### src/rtl/uart_tx_fifo_pkg.sv
// uart_tx_fifo_pkg: shared UART types and constants (FSM encoding, data width, default depth)
package uart_tx_fifo_pkg;
   typedef enum logic {IDLE = 1'b0, BUSY = 1'b1} state_t;
   localparam int UART_DATA_W = 8;
   localparam int DEPTH_LOG2_DEF = 4;
endpackage

### src/rtl/uart_tx_fifo_if.sv
// uart_tx_fifo_if: CSR write side and transceiver handshake of the TX FIFO
interface uart_tx_fifo_if import uart_tx_fifo_pkg::*; #(parameter int depth_log2 = DEPTH_LOG2_DEF) ();
   logic [UART_DATA_W-1:0] wr_data;
   logic wr_en;
   logic full;
   logic empty;
   logic [depth_log2:0] level;
   logic ovf;
   logic ovf_clr;
   logic [UART_DATA_W-1:0] tx_data;
   logic tx_wr;
   logic tx_done;
   logic low_event;
   modport master (
      output wr_data, wr_en, ovf_clr, tx_done,
      input full, empty, level, ovf, tx_data, tx_wr, low_event
   );
   modport slave (
      input wr_data, wr_en, ovf_clr, tx_done,
      output full, empty, level, ovf, tx_data, tx_wr, low_event
   );
endinterface

### src/rtl/uart_fifo_mem.sv
// uart_fifo_mem: dual-pointer byte RAM, synchronous write, read data registered on pop
module uart_fifo_mem import uart_tx_fifo_pkg::*; #(
   parameter int aw = DEPTH_LOG2_DEF,
   parameter int dw = UART_DATA_W
) (
   input  logic clk,
   input  logic rst,
   input  logic we,
   input  logic [aw-1:0] wptr,
   input  logic [dw-1:0] wdata,
   input  logic re,
   input  logic [aw-1:0] rptr,
   output logic [dw-1:0] rdata
);
   logic [dw-1:0] mem [2**aw];
   // storage write port, contents are not reset
   always_ff @(posedge clk)
      if (we) mem[wptr] <= wdata;
   // read register holds the popped byte until the next pop
   always_ff @(posedge clk or posedge rst)
      if (rst) rdata <= '0;
      else if (re) rdata <= mem[rptr];
endmodule

### src/rtl/uart_tx_fifo.sv
// uart_tx_fifo: byte FIFO feeding the UART transceiver; define UART_TX_FIFO_LOWMARK_EN for the low-level event
module uart_tx_fifo import uart_tx_fifo_pkg::*; #(
   parameter int depth_log2 = DEPTH_LOG2_DEF,
   parameter int low_mark = 2
) (
   input logic sys_clk,
   input logic sys_rst,
   uart_tx_fifo_if.slave bus
);
   localparam int lw = depth_log2 + 1;
   localparam logic [lw-1:0] full_lvl = lw'(1) << depth_log2;
   if (depth_log2 < 1 || depth_log2 > 8 || low_mark < 0 || low_mark >= 2**depth_log2) begin : g_bad_cfg
      $error("uart_tx_fifo: depth_log2 or low_mark out of range");
   end
   state_t state, state_nxt;
   logic [depth_log2-1:0] wptr, rptr;
   logic [lw-1:0] level, level_nxt;
   logic push, pop, drop, tx_wr, ovf;
   // push/pop decode, next level and next FSM state
   always_comb begin
      push = bus.wr_en && !bus.full;
      drop = bus.wr_en && bus.full;
      pop = (level != '0) && (state == IDLE || bus.tx_done);
      level_nxt = level + lw'(push) - lw'(pop);
      state_nxt = pop ? BUSY : (bus.tx_done ? IDLE : state);
   end
   // FSM state register
   always_ff @(posedge sys_clk or posedge sys_rst)
      if (sys_rst) state <= IDLE;
      else state <= state_nxt;
   // pointers, level, start pulse and sticky overflow
   always_ff @(posedge sys_clk or posedge sys_rst)
      if (sys_rst) begin
         wptr <= '0;
         rptr <= '0;
         level <= '0;
         tx_wr <= 1'b0;
         ovf <= 1'b0;
      end else begin
         wptr <= push ? wptr + depth_log2'(1) : wptr;
         rptr <= pop ? rptr + depth_log2'(1) : rptr;
         level <= level_nxt;
         tx_wr <= pop;
         ovf <= drop || (ovf && !bus.ovf_clr);
      end
   uart_fifo_mem #(.aw(depth_log2), .dw(UART_DATA_W)) u_mem (
      .clk(sys_clk),
      .rst(sys_rst),
      .we(push),
      .wptr(wptr),
      .wdata(bus.wr_data),
      .re(pop),
      .rptr(rptr),
      .rdata(bus.tx_data)
   );
   assign bus.full = (level == full_lvl);
   assign bus.empty = (level == '0) && (state == IDLE);
   assign bus.level = level;
   assign bus.tx_wr = tx_wr;
   assign bus.ovf = ovf;
`ifdef UART_TX_FIFO_LOWMARK_EN
   localparam logic [lw-1:0] mark = lw'(low_mark);
   logic low_q;
   // pulse when the level drops across the watermark
   always_ff @(posedge sys_clk or posedge sys_rst)
      if (sys_rst) low_q <= 1'b0;
      else low_q <= (level > mark) && (level_nxt <= mark);
   assign bus.low_event = low_q;
`else
   assign bus.low_event = 1'b0;
`endif
endmodule

### src/flat_wrapper.sv
// flat-port wrapper written by rule: the top's interface ports become plain ports
module uart_tx_fifo_flat import uart_tx_fifo_pkg::*;
#(
   parameter int depth_log2 = DEPTH_LOG2_DEF,
   parameter int low_mark = 2
)
  (sys_clk, sys_rst, bus_wr_data, bus_wr_en, bus_ovf_clr, bus_tx_done, bus_full, bus_empty, bus_level, bus_ovf, bus_tx_data, bus_tx_wr, bus_low_event);
  uart_tx_fifo_if #(.depth_log2(depth_log2)) bus_i ();
  input logic sys_clk;
  input logic sys_rst;
  input wire logic [$bits(bus_i.wr_data)-1:0] bus_wr_data;
  input wire logic [$bits(bus_i.wr_en)-1:0] bus_wr_en;
  input wire logic [$bits(bus_i.ovf_clr)-1:0] bus_ovf_clr;
  input wire logic [$bits(bus_i.tx_done)-1:0] bus_tx_done;
  output wire logic [$bits(bus_i.full)-1:0] bus_full;
  output wire logic [$bits(bus_i.empty)-1:0] bus_empty;
  output wire logic [$bits(bus_i.level)-1:0] bus_level;
  output wire logic [$bits(bus_i.ovf)-1:0] bus_ovf;
  output wire logic [$bits(bus_i.tx_data)-1:0] bus_tx_data;
  output wire logic [$bits(bus_i.tx_wr)-1:0] bus_tx_wr;
  output wire logic [$bits(bus_i.low_event)-1:0] bus_low_event;
  assign bus_i.wr_data = bus_wr_data;
  assign bus_i.wr_en = bus_wr_en;
  assign bus_i.ovf_clr = bus_ovf_clr;
  assign bus_i.tx_done = bus_tx_done;
  assign bus_full = bus_i.full;
  assign bus_empty = bus_i.empty;
  assign bus_level = bus_i.level;
  assign bus_ovf = bus_i.ovf;
  assign bus_tx_data = bus_i.tx_data;
  assign bus_tx_wr = bus_i.tx_wr;
  assign bus_low_event = bus_i.low_event;
  uart_tx_fifo #(.depth_log2(depth_log2), .low_mark(low_mark)) u_core (.sys_clk(sys_clk), .sys_rst(sys_rst), .bus(bus_i));
endmodule
### config.mk
export PLATFORM = sky130hd
export DESIGN_NAME = uart_tx_fifo_flat
export DESIGN_NICKNAME = d
export VERILOG_FILES = /design/src/rtl/uart_tx_fifo_pkg.sv /design/src/rtl/uart_tx_fifo_if.sv /design/src/rtl/uart_fifo_mem.sv /design/src/rtl/uart_tx_fifo.sv /design/src/flat_wrapper.sv
export SDC_FILE = /design/constraint.sdc
export NUM_CORES = 1
export LEC_CHECK = 0
export CAP_MARGIN = 20
export CORE_MARGIN = 2
export CORE_UTILIZATION = 35
export DETAILED_ROUTE_END_ITERATION = 7
export SETUP_SLACK_MARGIN = 0.15
export SYNTH_ARGS = -nofsm -noshare
export SYNTH_HDL_FRONTEND = slang
export SYNTH_SLANG_ARGS = --single-unit
export TNS_END_PERCENT = 20
### constraint.sdc
create_clock -name sys_clk -period 8.1 [get_ports sys_clk]
set_clock_uncertainty 0.2 [all_clocks]
set_input_delay 0.81 -clock sys_clk [delete_from_list [all_inputs] [get_ports sys_clk]]
set_output_delay 0.81 -clock sys_clk [all_outputs]
set_load 0.01 [all_outputs]
# Yosys cells after proc, flatten, opt, wreduce, memory -nomap -nowiden
# Memory sizes are Yosys's and may differ from the RTL's. A register that Yosys moved wholly into a read port is not among the register bits.
# Index checks and enable logic that the tools add are counted.
[op_classes]
add_sub_neg = 4
n_eq_ne = 1
muxes = 4
bitwise = 1
n_reduce_logical = 12
[ops]
columns = ["op", "count"]
rows = [
  ["adder 4 x 1 -> 4 bit (second input constant)", 2],
  ["adder 5 x 1 -> 5 bit", 1],
  ["equality test 5 bit (second input constant)", 1],
  ["logical AND 1 bit", 5],
  ["logical NOT 5 bit", 1],
  ["nonzero test 5 bit", 1],
  ["subtractor 5 x 1 -> 5 bit", 1],
  ["2-to-1 mux 1 bit", 4],
  ["logical NOT 1 bit", 2],
  ["logical OR 1 bit", 2],
  ["nonzero test 2 bit", 1],
  ["inverter 1 bit", 1],
]
[totals]
register_bits = 16
ram_bits = 128
in_bits = 13
out_inout_bits = 18
elab_cells = 29
memories = 1
[memory_table]
columns = ["memory", "words", "width", "rd", "rd_clocked_by_memory_dff", "write_ports", "line_no", "rtl"]
rows = [
  ["u_core.u_mem.mem", 16, 8, 1, 1, 1, "uart_fifo_mem.sv:15", "logic [dw-1:0] mem [2**aw];"],
]

# Depth between registers and ports, before layout
[depth]
word_depth = 5
mapped_depth = 15
mapped_depth_nobuf = 14

# Hierarchy
# Synthesis repeated with hierarchy kept, for this count alone.
[hier_totals]
hier_cells = 311
area_unflattened_um2 = 6157.2
[modules_own_cells]
columns = ["mod", "n_inst", "cells_per_inst", "area_each_um2", "seq_area_each_um2"]
rows = [
  ["uart_fifo_mem", 1, 241, 5335.1, 4043.9],
  ["uart_tx_fifo", 1, 70, 822.0, 400.4],
]

# Least setup slack after synthesis
# Ideal clock, no wire load.
[synth_timing]
kind = "register to register"
from = "register u_core.level[3] (netlist: u_core.bus.level[3])"
to = "register u_core.level[4] (netlist: u_core.bus.level[4])"
setup_ns = 0.080
arrival_time_ns = 2.655
t_required_ns = 7.820
setup_slack_ns = 5.165
stages_incl_launch_ff = 16
path_buffers = 1
period_less_slack_ns = 2.935
path_cell_list = "dfrtp_1 > inv_1 > ha_1 > or4b_1 > nand2_1 > buf_4 > inv_1 > ha_1 > inv_1 > ha_1 > inv_1 > fa_1 > inv_1 > a21oi_1 > o21bai_1 > xnor2_1"
[synth_between]
word_cells_on_any_way = 7
cone_classes = "add/sub: 2; eq/ne: 1; reduce/logical: 4"
[synth_lines]
columns = ["element", "line_no", "rtl"]
rows = [
  ["start, declared", "uart_tx_fifo.sv:17", "logic [lw-1:0] level, level_nxt;"],
  ["start signal, assigned", "uart_tx_fifo.sv:42", "level <= level_nxt;"],
  ["nonzero test 5 bit", "uart_tx_fifo.sv:23", "pop = (level != '0) && (state == IDLE || bus.tx_done);"],
  ["logical AND 1 bit", "uart_tx_fifo.sv:23", ""],
  ["named net u_core.pop", "uart_tx_fifo.sv:18", "logic push, pop, drop, tx_wr, ovf;"],
  ["subtractor 5 x 1 -> 5 bit", "uart_tx_fifo.sv:24", "level_nxt = level + lw'(push) - lw'(pop);"],
  ["named net u_core.level_nxt[4]", "uart_tx_fifo.sv:17", ""],
]
# The timed path passes the listed nets, and every way through them passes these cells.
# A chain may end at the register's enable or synchronous reset.

# Worst setup path in the final report
# Ends and elaborated chain as after synthesis.

==> impl_results.md <==
* Status: finished clean
* Top_reg_cell synth: edfxtp_1
* Avg Inst Size Synth at 19.51 sq um
* PwrDens at 345.1 nW/um^2
* FFs w/ async S/R, synth at 15.79%
* Post-synthesis net count at 344
* Unrepaired setup endpoints after global routing: no
* Final WL at 11790 um
* Sw frac at 29.80%
* Crit end category: register
* Arr. time, crit path at 3.67 ns
* Via count at 2961
* Synth Cell Area at 6223 sq um
* Final Max Slew Viols at 0
* IO Count at 31
* Worst-margin pin slew at 0.9497 ns
* Crit path max-delay family: adder cells
* Clock Power Share at 29.2%
* Rel. slew slack at 36.62%
* TritonRoute pass-1 iters at 5
* Slowest CP cell: nand2_1
* RD Place Congestion at 0.8011
* Vias in the first global route at 3042
* CP Max Fanout at 20
* Final min period at 3.546 ns
* Root Driver: clkbuf_16
* # port buffers at 29
* N_diodes at 0
* Clk slew on worst S/H paths at 0.06 ns
* Mapped Cells at 319
* Int Pwr at 1.756 mW
* Leak Pwr at 2.564 nW
* R2R setup slack at 4.55 ns
* VDD IR max at 148.3 uV
* CTS HTree Levels at 4
* First-pass GRT wire length at 17930 um
* Number of clock sinks at 152
* Layout cell share with drive strength beyond 1 at 11.62%
* Skew-Pair Late Insertion Delay at 0.41 ns
* Detail Placement HPWL at 7448 um
* CTS tree: built
* Post-synth cell types at 37
* Initial drt markers at 228
* Vias per std cell at 4.976
* Final ANT Viol Nets at 0
* Die X-Extent at 137.3 um
* RR Startpoint: u_core.bus.level[3]
* Setup crit start kind: register
* Max-cap violation count at 0
* Worst hold slack at 0.2773 ns
* Worst-path cell chain: inv_1 > ha_1 > or4b_1 > nand2_1 > inv_1 > ha_1 > inv_1 > ha_1 > inv_1 > fa_1 > inv_1 > a21oi_1 > o21bai_1 > xnor2_1
* Commonest non-fill, non-tap cell in the layout: edfxtp_1
* Cts bufs inserted at 17
* Post-synth EDFFs at 128
* Cell repeated most along the worst path: inv_1
* DRC violations left at 0
* Final nets at 382
* Clock buffer depth at 2
* Cts hold-fix bufs at 0
* Die area at 18860 sq um
* Wire per inst at 19.82 um
* Setup crit start: u_core.bus.level[3]
* Gate power share at 28.4%
* Final Hold Fails at 0
* P_sw at 0.7456 mW
* Buffers and inverters on the worst path at 5
* Hold_sp: u_core.u_mem.rdata[3]
* Post_cts resized at 0
* Area delta synth->final at 16.49%
* Sequential share of the synthesized area at 71.41%
* Initial Utilization at 35.86%
* Row cnt at 48
* Largest net degree at the start of global routing at 35
* Period utilization at 43.78%
* Setup TNS at 0 ns
* Syn. warnings at 0
* Flop pwr share at 42.4%
* Setup CP Type: register to register
* Total gr overflow at 0
* Height of the chip at 137.3 um
* Slowest stage delay, CP at 0.51 ns
* Flops & latches, synth at 152
* Tightest Hold Check Type: register to register
* Initial antenna violation count at 0
* Core Box Area at 17360 sq um
* Tot GR Track Use at 13.53%
* Fmax at 282.0 MHz
* Required @ worst endpoint at 8.23 ns
* Setup violations, final at 0
* Post-CTS setup buffers at 0
* Most frequent cells in the layout: edfxtp_1, clkdlybuf4s50_1, mux4_1
worst paths after layout:
check,to,cells after the start
max in group asynchronous,u_core.bus.level[3],2
setup reg to reg,u_core.bus.level[4],14
min in group asynchronous,u_core.u_mem.rdata[4],2
hold / removal,u_core.u_mem.rdata[3],1
hold reg to reg,u_core.u_mem.rdata[3],1
setup / recovery,u_core.bus.level[4],14
area by class of cell:
type / count / area [sq um]
Sequential cell: 152 / 4444
Timing Repair Buffer: 35 / 332.8
Clock inverter: 11 / 100.1
Tap cell: 225 / 281.5
Clock buffer: 21 / 450.4
Fill cell: 1527 / 10110
Inverter: 18 / 67.56
Multi-Input combinational cell: 133 / 1573
sequential cells by signal, summed over array words and instances, names as in the netlist:
signal,flops
u_core.bus.level,5
u_core.bus.ovf,1
u_core.bus.tx_wr,1
u_core.rptr,4
u_core.state,1
u_core.u_mem.mem,128
u_core.u_mem.rdata,8
u_core.wptr,4
metal layers:
metal | share of wire [%] | track usage [%]
met2 | 48 | 21.42
met1 | 44 | 17.35
met3 | 6.9 | 4.746
met4 | 1.4 | 4.639
met5 | 0 | 0
kinds of logic after synthesis:
group | after synthesis | synth area share, %
compound gates | 30 | 3.317
xor+xnor | 10 | 1.407
fa+ha+maj | 12 | 2.533
buf+inv | 34 | 3.317
flops | 152 | 71.41
mux | 40 | 14.44
other cells | 1 | 0.06026
simple gates | 40 | 3.518
metrics by stage:
step,power [mW],util [%],std cells,cell area [sq um],worst slack [ns]
global placement,1.785,38.44,559,6671,4.468
floorplan,1.582,-,319,6223,5.165
detailed placement,1.803,38.44,559,6671,4.364
CTS,2.533,41.61,591,7222,4.518
global route,2.637,41.77,595,7249,4.244
finish,2.502,41.77,595,7249,4.554
power groups by stage:
stage                     combinational, mW  clock (mW)  sequential [mW]
after global routing                  0.786       0.777             1.07
after floorplan                       0.534           0             1.05
final                                 0.711       0.730             1.06
after CTS                             0.725       0.744             1.06
after detailed placement              0.724           0             1.08
after global placement                0.713           0             1.07
cells in the mapped netlist (all sizes together), types with 2 or more instances:
cell | count | area share [%]
o22ai | 7 | 0.70
mux4 | 32 | 13
inv | 18 | 1.1
a21o | 8 | 0.97
nor3 | 4 | 0.32
and2 | 8 | 0.80
nand2 | 9 | 0.54
dfrtp | 24 | 9.7
clkbuf | 2 | 0.12
a211oi | 7 | 0.84
ha | 11 | 2.2
edfxtp | 128 | 62
a21oi | 3 | 0.24
buf | 14 | 2.1
nand2b | 3 | 0.30
xor2 | 3 | 0.42
o21ai | 2 | 0.16
mux2i | 8 | 1.3
xnor2 | 7 | 0.99
nand3 | 2 | 0.16
nor2b | 2 | 0.20
nor2 | 6 | 0.36
(Power assumes the default switching activity.)
